`src/rtl/nachi_pc_pkg.sv`:
```
`default_nettype none
// ============================================================================
//  Module  : nachi_pc_pkg
//  Purpose : Shared types and constants for the nachi7 fetch-stage program
//            counter sequencer (next-PC source select, sequencer state,
//            sequential increment).
//  Ports   : none (package)
//  Rev     : 1.0  initial release
// ============================================================================
package nachi_pc_pkg;

  // Source chosen for the next PC when a redirect is requested.
  typedef enum logic [1:0] {
    SEL_SEQ = 2'd0,
    SEL_BR  = 2'd1,
    SEL_J   = 2'd2,
    SEL_JR  = 2'd3
  } pc_sel_t;

  // RUN: normal fetch. PENDING: a redirect arrived under stall and waits.
  typedef enum logic {
    RUN     = 1'b0,
    PENDING = 1'b1
  } pc_state_t;

  localparam logic [31:0] PC_INC = 32'd4;

endpackage : nachi_pc_pkg
`default_nettype wire

```
`src/rtl/branch_target_calc.sv`:
```
`default_nettype none
// ============================================================================
//  Module  : branch_target_calc
//  Purpose : Purely combinational redirect-target arithmetic for the fetch
//            stage. Produces the conditional-branch, J/JAL and JR/JALR
//            targets; selection and sequencing live in pc_sequencer.
//  Ports   :
//    id_pc_plus4  in  32  PC+4 of the instruction in ID
//    imm16        in  16  branch word offset (signed)
//    addr26       in  26  jump word index
//    jr_target    in  32  register value for JR/JALR
//    br_target    out 32  id_pc_plus4 + sign_extend(imm16) << 2
//    j_target     out 32  {id_pc_plus4[31:28], addr26, 2'b00}
//    jr_tgt_al    out 32  jr_target with the low two bits forced to zero
//  Rev     : 1.0  initial release
// ============================================================================
module branch_target_calc
  import nachi_pc_pkg::*;
(
  input  logic [31:0] id_pc_plus4,
  input  logic [15:0] imm16,
  input  logic [25:0] addr26,
  input  logic [31:0] jr_target,
  output logic [31:0] br_target,
  output logic [31:0] j_target,
  output logic [31:0] jr_tgt_al
);

  logic [31:0] br_offset;

  // Word offset: sign-extend to 30 bits, then append two zero bits.
  assign br_offset = {{14{imm16[15]}}, imm16, 2'b00};

  // Addition is modulo 2^32; carry out is intentionally dropped.
  assign br_target = id_pc_plus4 + br_offset;

  // Jump stays inside the current 256 MB region of the delay-slot PC.
  assign j_target  = {id_pc_plus4[31:28], addr26, 2'b00};

  // Fetch always uses a word-aligned address; misalignment is reported
  // separately by the sequencer.
  assign jr_tgt_al = {jr_target[31:2], 2'b00};

endmodule : branch_target_calc
`default_nettype wire

```
`src/rtl/pc_sequencer.sv`:
```
`default_nettype none
// ============================================================================
//  Module  : pc_sequencer
//  Purpose : Owns the nachi7 program counter. Selects the next fetch address
//            among sequential, branch, jump and register-jump targets,
//            holds under stall, defers redirects that arrive while stalled,
//            and pulses a one-cycle IF flush on every taken redirect.
//  Ports   :
//    clk          in   1  system clock, rising edge
//    rst_n        in   1  asynchronous active-low reset
//    stall        in   1  hazard stall; PC holds while high
//    br_valid     in   1  ID instruction is a conditional branch
//    br_taken     in   1  branch condition true (qualified by br_valid)
//    j_valid      in   1  ID instruction is J/JAL
//    jr_valid     in   1  ID instruction is JR/JALR
//    id_pc_plus4  in   N  PC+4 of the ID instruction
//    imm16        in  16  branch offset field
//    addr26       in  26  jump index field
//    jr_target    in   N  register value for JR
//    pc           out  N  current fetch address
//    pc_plus4     out  N  pc + 4 (combinational)
//    flush_if     out  1  registered one-cycle kill of IF/ID
//    misalign     out  1  registered one-cycle pulse, JR target bits[1:0]!=0
//  Rev     : 1.0  initial release
// ============================================================================
module pc_sequencer
  import nachi_pc_pkg::*;
#(
  parameter int          N            = 32,
  parameter logic [31:0] RESET_VECTOR = 32'h0000_0000
) (
  input  logic         clk,
  input  logic         rst_n,
  input  logic         stall,
  input  logic         br_valid,
  input  logic         br_taken,
  input  logic         j_valid,
  input  logic         jr_valid,
  input  logic [N-1:0] id_pc_plus4,
  input  logic [15:0]  imm16,
  input  logic [25:0]  addr26,
  input  logic [N-1:0] jr_target,
  output logic [N-1:0] pc,
  output logic [N-1:0] pc_plus4,
  output logic         flush_if,
  output logic         misalign
);

  // --------------------------------------------------------------------------
  // State
  // --------------------------------------------------------------------------
  pc_state_t   state_q,    state_d;
  logic [N-1:0] pc_q,      pc_d;
  logic [N-1:0] pend_tgt_q, pend_tgt_d;
  logic        flush_q,    flush_d;
  logic        misalign_q, misalign_d;

  // --------------------------------------------------------------------------
  // Target arithmetic
  // --------------------------------------------------------------------------
  logic [N-1:0] br_target;
  logic [N-1:0] j_target;
  logic [N-1:0] jr_tgt_al;

  branch_target_calc u_tgt (
    .id_pc_plus4 (id_pc_plus4),
    .imm16       (imm16),
    .addr26      (addr26),
    .jr_target   (jr_target),
    .br_target   (br_target),
    .j_target    (j_target),
    .jr_tgt_al   (jr_tgt_al)
  );

  // --------------------------------------------------------------------------
  // Redirect request and priority select (JR > J > taken branch)
  // --------------------------------------------------------------------------
  pc_sel_t      sel;
  logic         req;
  logic [N-1:0] req_tgt;
  logic [N-1:0] pc_inc;

  always_comb begin
    sel = SEL_SEQ;
    if (jr_valid) begin
      sel = SEL_JR;
    end else if (j_valid) begin
      sel = SEL_J;
    end else if (br_valid && br_taken) begin
      sel = SEL_BR;
    end
  end

  // While the flush pulse is high the ID instruction is already dead, so
  // whatever it asks for must not redirect fetch.
  assign req = (sel != SEL_SEQ) && !flush_q;

  always_comb begin
    req_tgt = pc_inc;
    case (sel)
      SEL_BR:  req_tgt = br_target;
      SEL_J:   req_tgt = j_target;
      SEL_JR:  req_tgt = jr_tgt_al;
      default: req_tgt = pc_inc;
    endcase
  end

  // Wraps naturally at 2^32.
  assign pc_inc = pc_q + PC_INC;

  // --------------------------------------------------------------------------
  // Next-state / next-PC
  // --------------------------------------------------------------------------
  always_comb begin
    state_d    = state_q;
    pc_d       = pc_q;
    pend_tgt_d = pend_tgt_q;
    flush_d    = 1'b0;
    // Every cycle with a request either takes or latches it, so a JR with a
    // misaligned register value is flagged here regardless of stall.
    misalign_d = req && (sel == SEL_JR) && (jr_target[1:0] != 2'b00);

    case (state_q)
      RUN: begin
        if (req && !stall) begin
          pc_d    = req_tgt;
          flush_d = 1'b1;
        end else if (req && stall) begin
          pend_tgt_d = req_tgt;
          state_d    = PENDING;
        end else if (!stall) begin
          pc_d = pc_inc;
        end
      end

      PENDING: begin
        if (stall) begin
          // ID re-presents the same instruction; keep the newest target.
          if (req) begin
            pend_tgt_d = req_tgt;
          end
        end else begin
          // A request seen in the release cycle is the same instruction,
          // so it wins over the stored copy.
          pc_d    = req ? req_tgt : pend_tgt_q;
          flush_d = 1'b1;
          state_d = RUN;
        end
      end

      default: begin
        state_d = RUN;
      end
    endcase
  end

  // --------------------------------------------------------------------------
  // Registers
  // --------------------------------------------------------------------------
  always_ff @(posedge clk or negedge rst_n) begin
    if (!rst_n) begin
      state_q    <= RUN;
      pc_q       <= RESET_VECTOR[N-1:0];
      pend_tgt_q <= '0;
      flush_q    <= 1'b0;
      misalign_q <= 1'b0;
    end else begin
      state_q    <= state_d;
      pc_q       <= pc_d;
      pend_tgt_q <= pend_tgt_d;
      flush_q    <= flush_d;
      misalign_q <= misalign_d;
    end
  end

  assign pc       = pc_q;
  assign pc_plus4 = pc_inc;
  assign flush_if = flush_q;
  assign misalign = misalign_q;

endmodule : pc_sequencer
`default_nettype wire

```
`config.mk`:
```
export PLATFORM = sky130hd
export DESIGN_NAME = pc_sequencer
export DESIGN_NICKNAME = d
export VERILOG_FILES = /design/src/rtl/nachi_pc_pkg.sv /design/src/rtl/branch_target_calc.sv /design/src/rtl/pc_sequencer.sv
export SDC_FILE = /design/constraint.sdc
export NUM_CORES = 1
export LEC_CHECK = 0
export BUFFER_PORTS_ARGS = -buffer_cell sky130_fd_sc_hd__clkbuf_2
export CAP_MARGIN = 15
export CORE_MARGIN = 4
export CORE_UTILIZATION = 53
export DETAILED_ROUTE_END_ITERATION = 10
export PLACE_DENSITY = 0.82
export RECOVER_POWER = 25
export SLEW_MARGIN = 20
export SYNTH_ARGS = -nofsm -noshare
export SYNTH_HDL_FRONTEND = slang
export SYNTH_SLANG_ARGS = --single-unit
export TNS_END_PERCENT = 30
```
`constraint.sdc`:
```
create_clock -name clk -period 2.5 [get_ports clk]
set_input_delay 0.125 -clock clk [delete_from_list [all_inputs] [get_ports clk]]
set_output_delay 0.125 -clock clk [all_outputs]
set_load 0.005 [all_outputs]
```
==> impl_metrics.prom, run 1 <==
# TYPE chip_impl_metric gauge
chip_impl_info{name="timing_worst_setup_path_type",value="reg -> out"} 1
chip_impl_metric{name="seq_area_frac_synth",unit="%"} 27.5
chip_impl_metric{name="drt-wirelength-per-cell",unit="µm"} 18.9
chip_impl_metric{name="yosysUniqueCellTypes",unit=""} 74
chip_impl_info{name="outcome",value="finished with violations"} 1
chip_impl_metric{name="antenna_found_initial",unit=""} 0
chip_impl_info{name="clock_tree.root_cell",value="sky130_fd_sc_hd__clkbuf_16"} 1
chip_impl_metric{name="detailroute.via_count",unit=""} 7272
chip_impl_metric{name="number_of_storage_elements_in_the_synthesis_netlist",unit=""} 67
chip_impl_metric{name="std_cell_rows",unit=""} 38
chip_impl_metric{name="hold_viol",unit=""} 0
chip_impl_metric{name="worst_setup_hold_path_clk_slew",unit="ns"} 0.06
chip_impl_metric{name="place.detailed.hpwl",unit="µm"} 16800
chip_impl_info{name="startpoint",value="pc[7]"} 1
chip_impl_metric{name="finalWeightedCongestion",unit=""} 0.967
chip_impl_metric{name="floorplan.initialDensity",unit="%"} 55.2
chip_impl_metric{name="areaGrowthSynthToFinish",unit="%"} 31.6
chip_impl_metric{name="vdd_drop_max",unit="µV"} 447
chip_impl_info{name="worstHoldPathType",value="in -> reg"} 1
chip_impl_metric{name="register_area",unit="µm²"} 1680
chip_impl_metric{name="cp.required",unit="ns"} 2.38
chip_impl_metric{name="critPathArrivalTime",unit="ns"} 2.32
chip_impl_metric{name="worst_skew_pair.late_latency",unit="ns"} 0.33
chip_impl_info{name="end_kind",value="output pin"} 1
chip_impl_metric{name="mappedNetlistNets",unit=""} 923
chip_impl_metric{name="synth_area_per_cell",unit="µm²"} 7.82
chip_impl_metric{name="netlist_area",unit="µm²"} 6090
chip_impl_info{name="rr_startpoint",value="pc[7]"} 1
chip_impl_metric{name="timing.final.setup_violations",unit=""} 0
chip_impl_metric{name="fin_worst_skew",unit="ns"} 0.00498
chip_impl_info{name="synth_top_flop_cell",value="sky130_fd_sc_hd__dfrtp_1"} 1
chip_impl_metric{name="achievable-frequency",unit="MHz"} 409
chip_impl_metric{name="fin_nets",unit=""} 1153
chip_impl_info{name="clock_tree_from_tritoncts",value="built"} 1
chip_impl_metric{name="total_power",unit="mW"} 5.00
chip_impl_metric{name="final_max_slew_viol_count",unit=""} 28
chip_impl_metric{name="gr-usage-all-layers",unit="%"} 32.2
chip_impl_info{name="synth_common_cells",value="103 x sky130_fd_sc_hd__nand2_1, 72 x sky130_fd_sc_hd__nor2_1, 67 x sky130_fd_sc_hd__dfrtp_1"} 1
chip_impl_metric{name="die-width",unit="µm"} 115
chip_impl_info{name="worst_setup_path_start_kind",value="flip-flop"} 1
chip_impl_metric{name="timing.setup.tns",unit="ns"} 0
chip_impl_metric{name="slew_headroom",unit="%"} -9.04
chip_impl_metric{name="critical_path_peak_fanout",unit=""} 5
chip_impl_metric{name="share_of_the_synthesized_area_in_the_top_cell_type",unit="%"} 27.5
chip_impl_metric{name="ctsLongestPathBuffers",unit=""} 2
chip_impl_metric{name="drtAntennaViolNets",unit=""} 0
chip_impl_metric{name="post-route-period-util",unit="%"} 97.8
chip_impl_metric{name="drt-initial-drc-count",unit=""} 627
chip_impl_metric{name="worst_hold_stages",unit=""} 3
chip_impl_info{name="synth.largest_area_cell",value="sky130_fd_sc_hd__dfrtp_1"} 1
chip_impl_metric{name="timing.max_cap.violations",unit=""} 1
chip_impl_metric{name="synthesis.yosys.warnings",unit=""} 0
chip_impl_info{name="synth_area_leaders",value="sky130_fd_sc_hd__dfrtp_1 28%, sky130_fd_sc_hd__nand2_1 6.3%, sky130_fd_sc_hd__ha_1 6.2%"} 1
chip_impl_metric{name="postSynthCellCount",unit=""} 779
chip_impl_metric{name="drt-vias-per-instance",unit=""} 6.30
chip_impl_metric{name="total_leakage_power",unit="nW"} 3.79
chip_impl_metric{name="number_of_enable_type_register_cells_in_the_synthesized_netlist",unit=""} 0
chip_impl_info{name="synthMostInstantiatedCell",value="sky130_fd_sc_hd__nand2_1"} 1
chip_impl_metric{name="grt_remaining_overflow",unit=""} 0
chip_impl_metric{name="cts_sink_cnt",unit=""} 67
chip_impl_metric{name="remaining_drc_errors",unit=""} 0
chip_impl_metric{name="grt_pass1_wl",unit="µm"} 34100
chip_impl_metric{name="detail_route.wirelength",unit="µm"} 21800
chip_impl_metric{name="layout-drive-gt1-share",unit="%"} 29.9
chip_impl_metric{name="die_h",unit="µm"} 115
chip_impl_info{name="hold_start",value="id_pc_plus4[0]"} 1
chip_impl_metric{name="layout.filler_cells",unit=""} 889
chip_impl_info{name="failed_checks",value="max-capacitance violations, max-slew violations"} 1
chip_impl_metric{name="timing_worst_slew_pin_value",unit="ns"} 1.64
chip_impl_metric{name="async_flop_share",unit="%"} 100
chip_impl_metric{name="cts-htree-levels",unit=""} 3
chip_impl_metric{name="num_io_pins",unit=""} 179
chip_impl_metric{name="power.density",unit="nW/µm²"} 625
chip_impl_metric{name="place.port_buffers",unit=""} 178
chip_impl_metric{name="core_region_area",unit="µm²"} 11000
chip_impl_metric{name="design.die.area",unit="µm²"} 13300
chip_impl_metric{name="r2r_cells",unit=""} 8
chip_impl_metric{name="cts_made_buffers",unit=""} 9
chip_impl_metric{name="post-route-min-period",unit="ns"} 2.45
chip_impl_metric{name="drt_first_pass_iters",unit=""} 9
chip_impl_metric{name="antennaDiodeCount",unit=""} 0
chip_impl_metric{name="multiInputGateArea",unit="µm²"} 4240
chip_impl_metric{name="grt_start_max_net_pins",unit=""} 50
chip_impl_metric{name="first_global_vias",unit=""} 6815
## layer usage
metal  GRT usage, %  part of all wire [%]  vias up
li1               -                     -     3372
met5              0                     0        -
met1           43.7                    40     3346
met4           10.5                   2.5        0
met2           50.5                    45      503
met3           8.21                    13       51
## logic make-up (layout without fill, tap and decap cells)
logic type	count (synthesis)	count (layout)	share of synthesized area, %
AOI/OAI and AO/OA	259	259	28.7
buffers and inverters	57	292	3.94
xor gates and xnor gates	40	40	5.75
adders and majority gates	31	31	6.49
and+or+nand+nor	299	299	23.2
DFF	67	67	27.5
muxes	26	26	4.44
## final cells by class
class | count | share of cell area, %
flip-flops and latches | 67 | 20.9
well taps | 140 | 2.19
inverters | 18 | 0.843
multi-input cells | 655 | 52.9
repair buffers | 258 | 18.6
clock inverters | 5 | 1.56
clock buffers | 11 | 2.90
## layout by cell type (no fill, tap or decap), types with 5 or more instances in the layout
master and n:
sky130_fd_sc_hd__o21ai_0 55, sky130_fd_sc_hd__o31ai_1 7, sky130_fd_sc_hd__nand2_1 103, sky130_fd_sc_hd__a21oi_1 64, sky130_fd_sc_hd__o221ai_1 11, sky130_fd_sc_hd__or3_1 12
sky130_fd_sc_hd__clkbuf_1 10, sky130_fd_sc_hd__mux2_2 8, sky130_fd_sc_hd__nor4_1 8, sky130_fd_sc_hd__dfrtp_1 66, sky130_fd_sc_hd__ha_1 29, sky130_fd_sc_hd__o211ai_1 8
sky130_fd_sc_hd__nand4_1 13, sky130_fd_sc_hd__inv_1 17, sky130_fd_sc_hd__nand2b_1 5, sky130_fd_sc_hd__mux2i_1 18, sky130_fd_sc_hd__nor3_1 22, sky130_fd_sc_hd__a211oi_1 10
sky130_fd_sc_hd__nor2_1 71, sky130_fd_sc_hd__a31oi_1 17, sky130_fd_sc_hd__clkbuf_2 171, sky130_fd_sc_hd__a21o_1 9, sky130_fd_sc_hd__clkbuf_16 9, sky130_fd_sc_hd__and3_1 13
sky130_fd_sc_hd__and2_1 10, sky130_fd_sc_hd__o22ai_1 12, sky130_fd_sc_hd__xnor2_1 25, sky130_fd_sc_hd__xor2_1 12, sky130_fd_sc_hd__o21a_1 10, sky130_fd_sc_hd__nand3_1 16
sky130_fd_sc_hd__buf_4 77
## flip-flops by register name, indices dropped and copies added (netlist names)
register	flops
pend_tgt_q	32
misalign	1
pc	32
flush_if	1
state_q	1
## final timing paths
check | slack (ns) | to
worst max-delay path | 0.05 | pc_plus4[23]
worst min-delay path | 0.06 | pend_tgt_q[0]
worst max register to register | 0.13 | pc[25]
worst min register to register | 0.47 | pend_tgt_q[13]
max in group asynchronous | 0.69 | pc[9]
min in group asynchronous | 0.75 | pc[9]
## power by group
part	internal, mW	switching, mW
Clock	1.07	0.463
Combinational	0.876	1.05
Sequential	1.30	0.236
Total	3.25	1.75
## per-stage QoR
step / hold slack (ns) / cells / worst slack [ns] / area (µm²) / utilization (%)
after detailed placement: 0.213 / 1134 / -0.145 / 7570 / 68.6
after floorplan: -0.171 / 779 / 0.0213 / 6090 / -
after global placement: 0.202 / 1134 / -0.0830 / 7570 / 68.6
final: 0.0599 / 1154 / 0.0542 / 8010 / 72.6
after global routing: 0.0630 / 1154 / -0.0600 / 8010 / 72.6
after CTS: 0.0542 / 1151 / 0.0335 / 7950 / 72.1
## timing repair
item,in CTS,in global routing
hold buffers,1,0
hold endpoints to repair,27,0
setup buffers,0,3
gates cloned,0,0
resized for setup,2,12
endpoints found under the setup margin,2,20
pin swaps,0,5
## worst max-delay path: stages (launching register included)
cell and delay (ns):
sky130_fd_sc_hd__dfrtp_1 0.43, sky130_fd_sc_hd__and4_2 0.32, sky130_fd_sc_hd__nand4_1 0.29, sky130_fd_sc_hd__nor3_2 0.28, sky130_fd_sc_hd__nand2_1 0.11, sky130_fd_sc_hd__xnor2_1 0.36, sky130_fd_sc_hd__clkbuf_2 0.19
(Power assumes the default switching activity.)
==> inputs of run 2 (changes only) <==
--- a/config.mk
+++ b/config.mk
@@ -10,6 +10,7 @@
 export CORE_MARGIN = 4
 export CORE_UTILIZATION = 53
 export DETAILED_ROUTE_END_ITERATION = 10
+export HOLD_SLACK_MARGIN = 0.12
 export PLACE_DENSITY = 0.82
 export RECOVER_POWER = 25
 export SLEW_MARGIN = 20
==> run 2 against run 1 <==
Net effect: the flow still finishes with violations (max-capacitance violations, max-slew violations); cell count rose by 0.43%; utilization rose by 0.45 points; sequential cell count stayed put; critical path depth increased by 1; clock power about the same; critical path type unchanged; largest cell class unchanged.
==> impl_metrics.prom, run 2 (synthesis results as in run 1) <==
# TYPE chip_impl_metric gauge
chip_impl_info{name="clock_tree.root_cell",value="sky130_fd_sc_hd__clkbuf_16"} 1
chip_impl_metric{name="drt-vias-per-instance",unit=""} 6.30
chip_impl_metric{name="place.detailed.hpwl",unit="µm"} 16800
chip_impl_info{name="worst_setup_path_start_kind",value="flip-flop"} 1
chip_impl_metric{name="postLayoutCoreUtil",unit="%"} 73.1
chip_impl_metric{name="vdd_drop_max",unit="µV"} 444
chip_impl_metric{name="timing.max_cap.violations",unit=""} 1
chip_impl_metric{name="grt_start_max_net_pins",unit=""} 50
chip_impl_metric{name="post-route-period-util",unit="%"} 97.9
chip_impl_metric{name="internal_power",unit="mW"} 3.25
chip_impl_metric{name="place.port_buffers",unit=""} 178
chip_impl_metric{name="timing.final.setup_violations",unit=""} 0
chip_impl_metric{name="total_leakage_power",unit="nW"} 3.81
chip_impl_metric{name="areaGrowthSynthToFinish",unit="%"} 32.4
chip_impl_metric{name="cts-htree-levels",unit=""} 3
chip_impl_metric{name="power.density",unit="nW/µm²"} 621
chip_impl_info{name="failed_checks",value="max-capacitance violations, max-slew violations"} 1
chip_impl_metric{name="remaining_drc_errors",unit=""} 0
chip_impl_metric{name="cts_sink_cnt",unit=""} 67
chip_impl_metric{name="ctsLongestPathBuffers",unit=""} 2
chip_impl_metric{name="num_io_pins",unit=""} 179
chip_impl_metric{name="clock_power_share",unit="%"} 30.7
chip_impl_metric{name="slew_headroom",unit="%"} -8.06
chip_impl_info{name="timing_worst_setup_path_type",value="reg -> out"} 1
chip_impl_metric{name="cp.required",unit="ns"} 2.38
chip_impl_metric{name="core_region_area",unit="µm²"} 11000
chip_impl_metric{name="floorplan.initialDensity",unit="%"} 55.2
chip_impl_metric{name="antennaDiodeCount",unit=""} 0
chip_impl_metric{name="cell_area_reported_after_detailed_placement",unit="µm²"} 7570
chip_impl_metric{name="achievable-frequency",unit="MHz"} 409
chip_impl_metric{name="grt_remaining_overflow",unit=""} 0
chip_impl_info{name="end_kind",value="output pin"} 1
chip_impl_metric{name="drtAntennaViolNets",unit=""} 0
chip_impl_metric{name="timing_worst_slew_pin_value",unit="ns"} 1.62
chip_impl_metric{name="drt_first_pass_iters",unit=""} 8
chip_impl_metric{name="antenna_found_initial",unit=""} 0
chip_impl_info{name="outcome",value="finished with violations"} 1
chip_impl_metric{name="postLayoutCellArea",unit="µm²"} 8060
chip_impl_metric{name="layout.filler_cells",unit=""} 882
chip_impl_metric{name="drt-wirelength-per-cell",unit="µm"} 19.0
chip_impl_metric{name="detail_route.wirelength",unit="µm"} 22000
chip_impl_metric{name="fin_nets",unit=""} 1158
chip_impl_metric{name="finalWeightedCongestion",unit=""} 0.967
chip_impl_metric{name="drt-initial-drc-count",unit=""} 639
chip_impl_info{name="worstHoldPathType",value="in -> reg"} 1
chip_impl_metric{name="critical_path_peak_fanout",unit=""} 5
chip_impl_metric{name="final_max_slew_viol_count",unit=""} 28
chip_impl_metric{name="first_global_vias",unit=""} 6891
chip_impl_metric{name="timing.setup.tns",unit="ns"} 0
chip_impl_info{name="clock_tree_from_tritoncts",value="built"} 1
chip_impl_metric{name="grt_pass1_wl",unit="µm"} 34300
chip_impl_metric{name="switching_share_of_power",unit="%"} 35.0
chip_impl_metric{name="total_power",unit="mW"} 5.01
chip_impl_metric{name="worst_skew_pair.late_latency",unit="ns"} 0.33
chip_impl_metric{name="hold_viol",unit=""} 0
chip_impl_metric{name="combPwrFrac",unit="%"} 38.6
chip_impl_metric{name="power.sequential.fraction",unit="%"} 30.7
chip_impl_info{name="layout_commonest_cell",value="sky130_fd_sc_hd__clkbuf_2"} 1
chip_impl_metric{name="layout-drive-gt1-share",unit="%"} 29.7
chip_impl_metric{name="hold_ws",unit="ns"} 0.129
chip_impl_info{name="mostFrequentLayoutCells",value="171 x sky130_fd_sc_hd__clkbuf_2, 103 x sky130_fd_sc_hd__nand2_1, 77 x sky130_fd_sc_hd__buf_4, 71 x sky130_fd_sc_hd__nor2_1, 66 x sky130_fd_sc_hd__dfrtp_1"} 1
chip_impl_metric{name="critPathArrivalTime",unit="ns"} 2.32
chip_impl_metric{name="worst_setup_hold_path_clk_slew",unit="ns"} 0.06
chip_impl_metric{name="detailroute.via_count",unit=""} 7302
chip_impl_metric{name="fin_worst_skew",unit="ns"} 0.00473
chip_impl_metric{name="die_h",unit="µm"} 115
chip_impl_metric{name="gr-usage-all-layers",unit="%"} 32.5
chip_impl_metric{name="std_cell_rows",unit=""} 38
chip_impl_metric{name="netSwitchingPower",unit="mW"} 1.75
chip_impl_metric{name="cts_made_buffers",unit=""} 9
chip_impl_metric{name="die-width",unit="µm"} 115
chip_impl_metric{name="design.die.area",unit="µm²"} 13300
chip_impl_metric{name="post-route-min-period",unit="ns"} 2.45
==> run 2: cell types whose count changed in the layout (fill, tap and decap cells not counted) <==
| cell | change |
|---|---|
| sky130_fd_sc_hd__dlygate4sd3_1 | +5 |
==> run 2: timing repair <==
action                                  4_1_cts  5_1_grt
setup buffers                                 0        3
hold endpoints to repair                     31        0
pin swaps                                     0        5
cloned                                        0        0
hold buffers                                  6        0
gates resized for setup                       2       12
endpoints found under the setup margin        2       20
==> run 2: worst paths after layout <==
kind,startpoint,endpoint,slack (ns),cells past startpoint
setup / recovery,pc[7],pc_plus4[21],0.05,7
hold / removal,jr_target[6],pend_tgt_q[6],0.13,5
setup reg to reg,pc[7],pc[25],0.13,8
hold reg to reg,pend_tgt_q[8],pend_tgt_q[8],0.47,2
max in group asynchronous,rst_n,pc[9],0.71,2
min in group asynchronous,rst_n,pend_tgt_q[9],0.74,2
==> run 2: routing by layer <==
layer	share of wire, %	vias to the layer above	global-route usage, %
met5	0	-	0
met4	3.2	0	12.0
met3	12	68	8.74
met2	45	504	50.7
met1	40	3348	43.5
li1	-	3382	-
==> run 2: power by group through the flow <==
stage | Combinational, mW | Sequential (mW) | Clock [mW]
final | 1.94 | 1.54 | 1.54
after global routing | 2.11 | 1.56 | 1.59
after CTS | 1.88 | 1.52 | 1.53
after detailed placement | 1.84 | 1.53 | 0
after global placement | 1.80 | 1.52 | 0
after floorplan | 1.04 | 1.50 | 0
==> run 2: layout make-up <==
cell class	count	area, µm²	area share, %
clock buffer	11	233	2.89
tap	140	175	2.17
multi-input combinational	655	4240	52.6
sequential	67	1680	20.8
clock inverter	5	125	1.55
inverter	18	67.6	0.838
timing repair buffer	263	1540	19.2
==> run 2: critical path, stage by stage, from the launching register on <==
cell,delay [ns]
sky130_fd_sc_hd__dfrtp_1,0.43
sky130_fd_sc_hd__and4_2,0.32
sky130_fd_sc_hd__and4_1,0.25
sky130_fd_sc_hd__nand4_1,0.25
sky130_fd_sc_hd__nor2_2,0.20
sky130_fd_sc_hd__and3_1,0.25
sky130_fd_sc_hd__xor2_1,0.16
sky130_fd_sc_hd__clkbuf_2,0.13
==> run 2: metrics by stage <==
stage / cells / setup slack [ns]
after global placement: 1134 / -0.0830
after floorplan: 779 / 0.0213
after CTS: 1156 / 0.0335
after detailed placement: 1134 / -0.145
after global routing: 1159 / -0.0600
final: 1159 / 0.0533
==> inputs of run 3 (changes only) <==
--- a/config.mk
+++ b/config.mk
@@ -8,13 +8,15 @@
 export BUFFER_PORTS_ARGS = -buffer_cell sky130_fd_sc_hd__clkbuf_2
 export CAP_MARGIN = 15
 export CORE_MARGIN = 4
-export CORE_UTILIZATION = 53
+export CORE_UTILIZATION = 55
 export DETAILED_ROUTE_END_ITERATION = 10
+export GPL_TIMING_DRIVEN = 0
 export HOLD_SLACK_MARGIN = 0.12
-export PLACE_DENSITY = 0.82
+export PLACE_DENSITY = 0.83
 export RECOVER_POWER = 25
 export SLEW_MARGIN = 20
 export SYNTH_ARGS = -nofsm -noshare
 export SYNTH_HDL_FRONTEND = slang
+export SYNTH_HIERARCHICAL = 1
 export SYNTH_SLANG_ARGS = --single-unit
 export TNS_END_PERCENT = 30
==> run 3 against run 2 <==
Net effect: the flow finishes with violations (max-capacitance violations, max-slew violations, negative setup slack); die area increased by 8.8%; non-clock buffer count decreased by 3; setup slack got worse by 0.33 ns.
==> impl_metrics.prom, run 3 <==
# TYPE chip_impl_metric gauge
chip_impl_metric{name="die-width",unit="µm"} 120
chip_impl_metric{name="remaining_drc_errors",unit=""} 0
chip_impl_metric{name="floorplan.initialDensity",unit="%"} 56.9
chip_impl_metric{name="worst_skew_pair.late_latency",unit="ns"} 0.34
chip_impl_metric{name="ctsLongestPathBuffers",unit=""} 2
chip_impl_metric{name="timing.max_cap.violations",unit=""} 1
chip_impl_metric{name="largest_incremental_delay_on_the_critical_path",unit="ns"} 0.34
chip_impl_metric{name="share_of_the_synthesized_area_in_the_top_cell_type",unit="%"} 24.2
chip_impl_metric{name="areaGrowthSynthToFinish",unit="%"} 23.1
chip_impl_metric{name="total_power",unit="mW"} 4.73
chip_impl_metric{name="grt_remaining_overflow",unit=""} 0
chip_impl_info{name="outcome",value="finished with violations"} 1
chip_impl_metric{name="final_max_slew_viol_count",unit=""} 29
chip_impl_metric{name="hold_viol",unit=""} 0
chip_impl_metric{name="fin_worst_skew",unit="ns"} 0.00367
chip_impl_metric{name="power.density",unit="nW/µm²"} 555
chip_impl_info{name="synth_area_leaders",value="sky130_fd_sc_hd__dfrtp_1 24%, sky130_fd_sc_hd__buf_4 7.6%, sky130_fd_sc_hd__ha_1 5.4%"} 1
chip_impl_metric{name="num_io_pins",unit=""} 179
chip_impl_info{name="worst_setup_path_start_kind",value="primary input"} 1
chip_impl_metric{name="globalRouteMet1Util",unit="%"} 38.7
chip_impl_metric{name="cp.buffers_inverters",unit=""} 3
chip_impl_metric{name="layout-drive-gt1-share",unit="%"} 30.1
chip_impl_metric{name="grtUsageMet3",unit="%"} 4.96
chip_impl_metric{name="timing_worst_slew_pin_value",unit="ns"} 1.53
chip_impl_info{name="rr_startpoint",value="pc[2]"} 1
chip_impl_info{name="layout_commonest_cell",value="sky130_fd_sc_hd__clkbuf_2"} 1
chip_impl_metric{name="core_region_area",unit="µm²"} 12200
chip_impl_metric{name="grt_start_max_net_pins",unit=""} 41
chip_impl_info{name="hold_start",value="jr_target[28]"} 1
chip_impl_metric{name="std_cell_rows",unit=""} 40
chip_impl_metric{name="finalWeightedCongestion",unit=""} 0.917
chip_impl_metric{name="cts_made_buffers",unit=""} 9
chip_impl_metric{name="detail_route.wirelength",unit="µm"} 22600
chip_impl_info{name="cpMaxStageDelayCell",value="sky130_fd_sc_hd__fa_2"} 1
chip_impl_info{name="synth.largest_area_cell",value="sky130_fd_sc_hd__dfrtp_1"} 1
chip_impl_metric{name="netlist_area",unit="µm²"} 6920
chip_impl_metric{name="fin_nets",unit=""} 1177
chip_impl_metric{name="cts-htree-levels",unit=""} 3
chip_impl_info{name="synth_common_cells",value="100 x sky130_fd_sc_hd__nand2_1, 71 x sky130_fd_sc_hd__o21ai_0, 70 x sky130_fd_sc_hd__buf_4"} 1
chip_impl_info{name="clock_tree_from_tritoncts",value="built"} 1
chip_impl_info{name="synth_top_flop_cell",value="sky130_fd_sc_hd__dfrtp_1"} 1
chip_impl_metric{name="die_h",unit="µm"} 120
chip_impl_info{name="worstHoldPathType",value="in -> reg"} 1
chip_impl_metric{name="achievable-frequency",unit="MHz"} 361
chip_impl_metric{name="critPathArrivalTime",unit="ns"} 3.05
chip_impl_info{name="timing_worst_setup_path_type",value="in -> reg"} 1
chip_impl_metric{name="antenna_found_initial",unit=""} 0
chip_impl_metric{name="global_route_met2_utilization",unit="%"} 50.2
chip_impl_metric{name="vdd_drop_max",unit="µV"} 359
chip_impl_metric{name="synthesis.yosys.warnings",unit=""} 6
chip_impl_metric{name="synth_area_per_cell",unit="µm²"} 7.94
chip_impl_metric{name="drt-initial-drc-count",unit=""} 882
chip_impl_metric{name="postLayoutCoreUtil",unit="%"} 70.1
chip_impl_metric{name="yosysUniqueCellTypes",unit=""} 78
chip_impl_metric{name="seq_area_frac_synth",unit="%"} 24.2
chip_impl_metric{name="first_global_vias",unit=""} 6998
chip_impl_metric{name="cts_sink_cnt",unit=""} 67
chip_impl_info{name="end_kind",value="flip-flop"} 1
chip_impl_info{name="busiest_layer",value="met2"} 1
chip_impl_metric{name="worst_setup_hold_path_clk_slew",unit="ns"} 0.05
chip_impl_metric{name="number_of_storage_elements_in_the_synthesis_netlist",unit=""} 67
chip_impl_metric{name="cp.required",unit="ns"} 2.77
chip_impl_metric{name="timing.setup.tns",unit="ns"} -1.75
chip_impl_metric{name="grt_pass1_wl",unit="µm"} 35000
chip_impl_metric{name="async_flop_share",unit="%"} 100
chip_impl_metric{name="finalWorstSetupSlack",unit="ns"} -0.273
chip_impl_info{name="failed_checks",value="max-capacitance violations, max-slew violations, negative setup slack"} 1
chip_impl_metric{name="drt-vias-per-instance",unit=""} 6.15
chip_impl_metric{name="postSynthCellCount",unit=""} 872
chip_impl_info{name="timing.critical_path.cells",value="buf_6 -> ha_4 -> inv_2 -> fa_2 -> nand2b_4 -> a211oi_4 -> o21bai_2 -> a2111oi_4 -> buf_6 -> o211ai_1 -> a221oi_2 -> nor4bb_1 -> o31a_1 -> mux2i_1 -> mux2i_1 -> nand3_1"} 1
chip_impl_metric{name="slew_headroom",unit="%"} -2.00
chip_impl_info{name="cp_top_family",value="compound AO/OA/AOI/OAI gates"} 1
chip_impl_metric{name="critical_path_peak_fanout",unit=""} 5
chip_impl_metric{name="post-route-min-period",unit="ns"} 2.77
chip_impl_metric{name="post-route-period-util",unit="%"} 111
chip_impl_metric{name="place.detailed.hpwl",unit="µm"} 16900
chip_impl_metric{name="total_leakage_power",unit="nW"} 3.82
chip_impl_metric{name="gr-usage-all-layers",unit="%"} 29.7
chip_impl_info{name="startpoint",value="imm16[0]"} 1
chip_impl_metric{name="timing.final.setup_violations",unit=""} 16
chip_impl_metric{name="detailroute.via_count",unit=""} 7414
chip_impl_info{name="synthMostInstantiatedCell",value="sky130_fd_sc_hd__nand2_1"} 1
chip_impl_metric{name="drt_first_pass_iters",unit=""} 8
chip_impl_metric{name="antennaDiodeCount",unit=""} 0
chip_impl_metric{name="drtAntennaViolNets",unit=""} 0
chip_impl_metric{name="dpl_worst_slack",unit="ns"} -0.813
chip_impl_info{name="clock_tree.root_cell",value="sky130_fd_sc_hd__clkbuf_16"} 1
chip_impl_info{name="mostFrequentLayoutCells",value="116 x sky130_fd_sc_hd__clkbuf_2, 99 x sky130_fd_sc_hd__nand2_1, 90 x sky130_fd_sc_hd__buf_4, 66 x sky130_fd_sc_hd__dfrtp_1, 61 x sky130_fd_sc_hd__o21ai_0"} 1
chip_impl_metric{name="drt-wirelength-per-cell",unit="µm"} 18.7
chip_impl_info{name="grt_setup_unrepaired",value="true"} 1
chip_impl_metric{name="number_of_enable_type_register_cells_in_the_synthesized_netlist",unit=""} 0
chip_impl_metric{name="place.port_buffers",unit=""} 118
chip_impl_metric{name="design.die.area",unit="µm²"} 14400
[run 3: cell types whose count changed after synthesis, sizes merged, moves of 8 or more]
cell,previous run,this run
a21oi,65,54
a221o,1,11
a31oi,17,9
buf,13,80
nand3,16,31
nor2,73,58
nor3,23,15
o21ai,56,72
o221ai,11,2
xor2,12,22
[run 3: worst register-to-register path, delay by kind of cell, from the launching register on]
family,cells,cell delay [ns]
fa+ha+maj,1,0.28
flops,1,0.44
compound gates,1,0.38
simple gates,4,1.17
[run 3: area by class of cell]
| cell class | count | area, µm² |
|---|---|---|
| Sequential cell | 67 | 1680 |
| Tap cell | 168 | 210 |
| Fill cell | 985 | 3640 |
| Clock buffer | 14 | 264 |
| Inverter | 23 | 86.3 |
| Timing Repair Buffer | 148 | 861 |
| Multi-Input combinational cell | 672 | 4680 |
| Buffer | 112 | 731 |
| Clock inverter | 2 | 10.0 |
[run 3: per-layer routing]
metal,share of wire [%],routed length [µm]
met4,2.7,613
met1,40,9050
met2,48,10900
met3,8.7,1970
met5,0,0
[run 3: cells by family (layout without fill, tap and decap cells)]
family	Yosys count	count (layout)	share of synthesized area (%)
flip-flops	67	67	24.2
other	1	4	0.0542
AO/OA/AOI/OAI	274	274	26.9
multiplexers	26	26	4.03
adder cells (fa/ha/maj)	31	31	5.71
XOR/XNOR	51	51	6.45
AND/OR/NAND/NOR	286	286	20.7
buffers and inverters	136	299	11.9
[run 3: path summary, 6_finish.rpt]
check | end | depth (start not counted) | slack, ns
hold / removal | pend_tgt_q[28] | 3 | 0.12
hold reg to reg | pend_tgt_q[23] | 2 | 0.47
max in group asynchronous | pc[2] | 3 | 0.35
setup reg to reg | pc[30] | 6 | 0.11
min in group asynchronous | pc[22] | 2 | 0.70
setup / recovery | pc[26] | 16 | -0.27
[run 3: through the flow]
stage               hold slack (ns)  cell area [µm²]  instances
finish                        0.118             8520       1206
global route                  0.160             8520       1206
CTS                           0.136             8330       1198
detailed placement            0.107             7780       1162
global placement              0.385             7750       1161
floorplan                    -0.171             6950        875
[run 3: power breakdown]
group / total (mW) / switching [mW] / internal, mW
Clock: 1.19 / 0.463 / 0.723
Combinational: 1.99 / 1.07 / 0.915
Sequential: 1.56 / 0.251 / 1.31
Total: 4.73 / 1.79 / 2.94
[run 3: what timing repair did]
item | in CTS | in global routing
hold buffers | 7 | 0
buffers inserted | 13 | 10
gates resized for setup | 33 | 30
endpoints found under the setup margin | 25 | 22
hold endpoints to repair | 32 | 0
pin swaps | 22 | 39
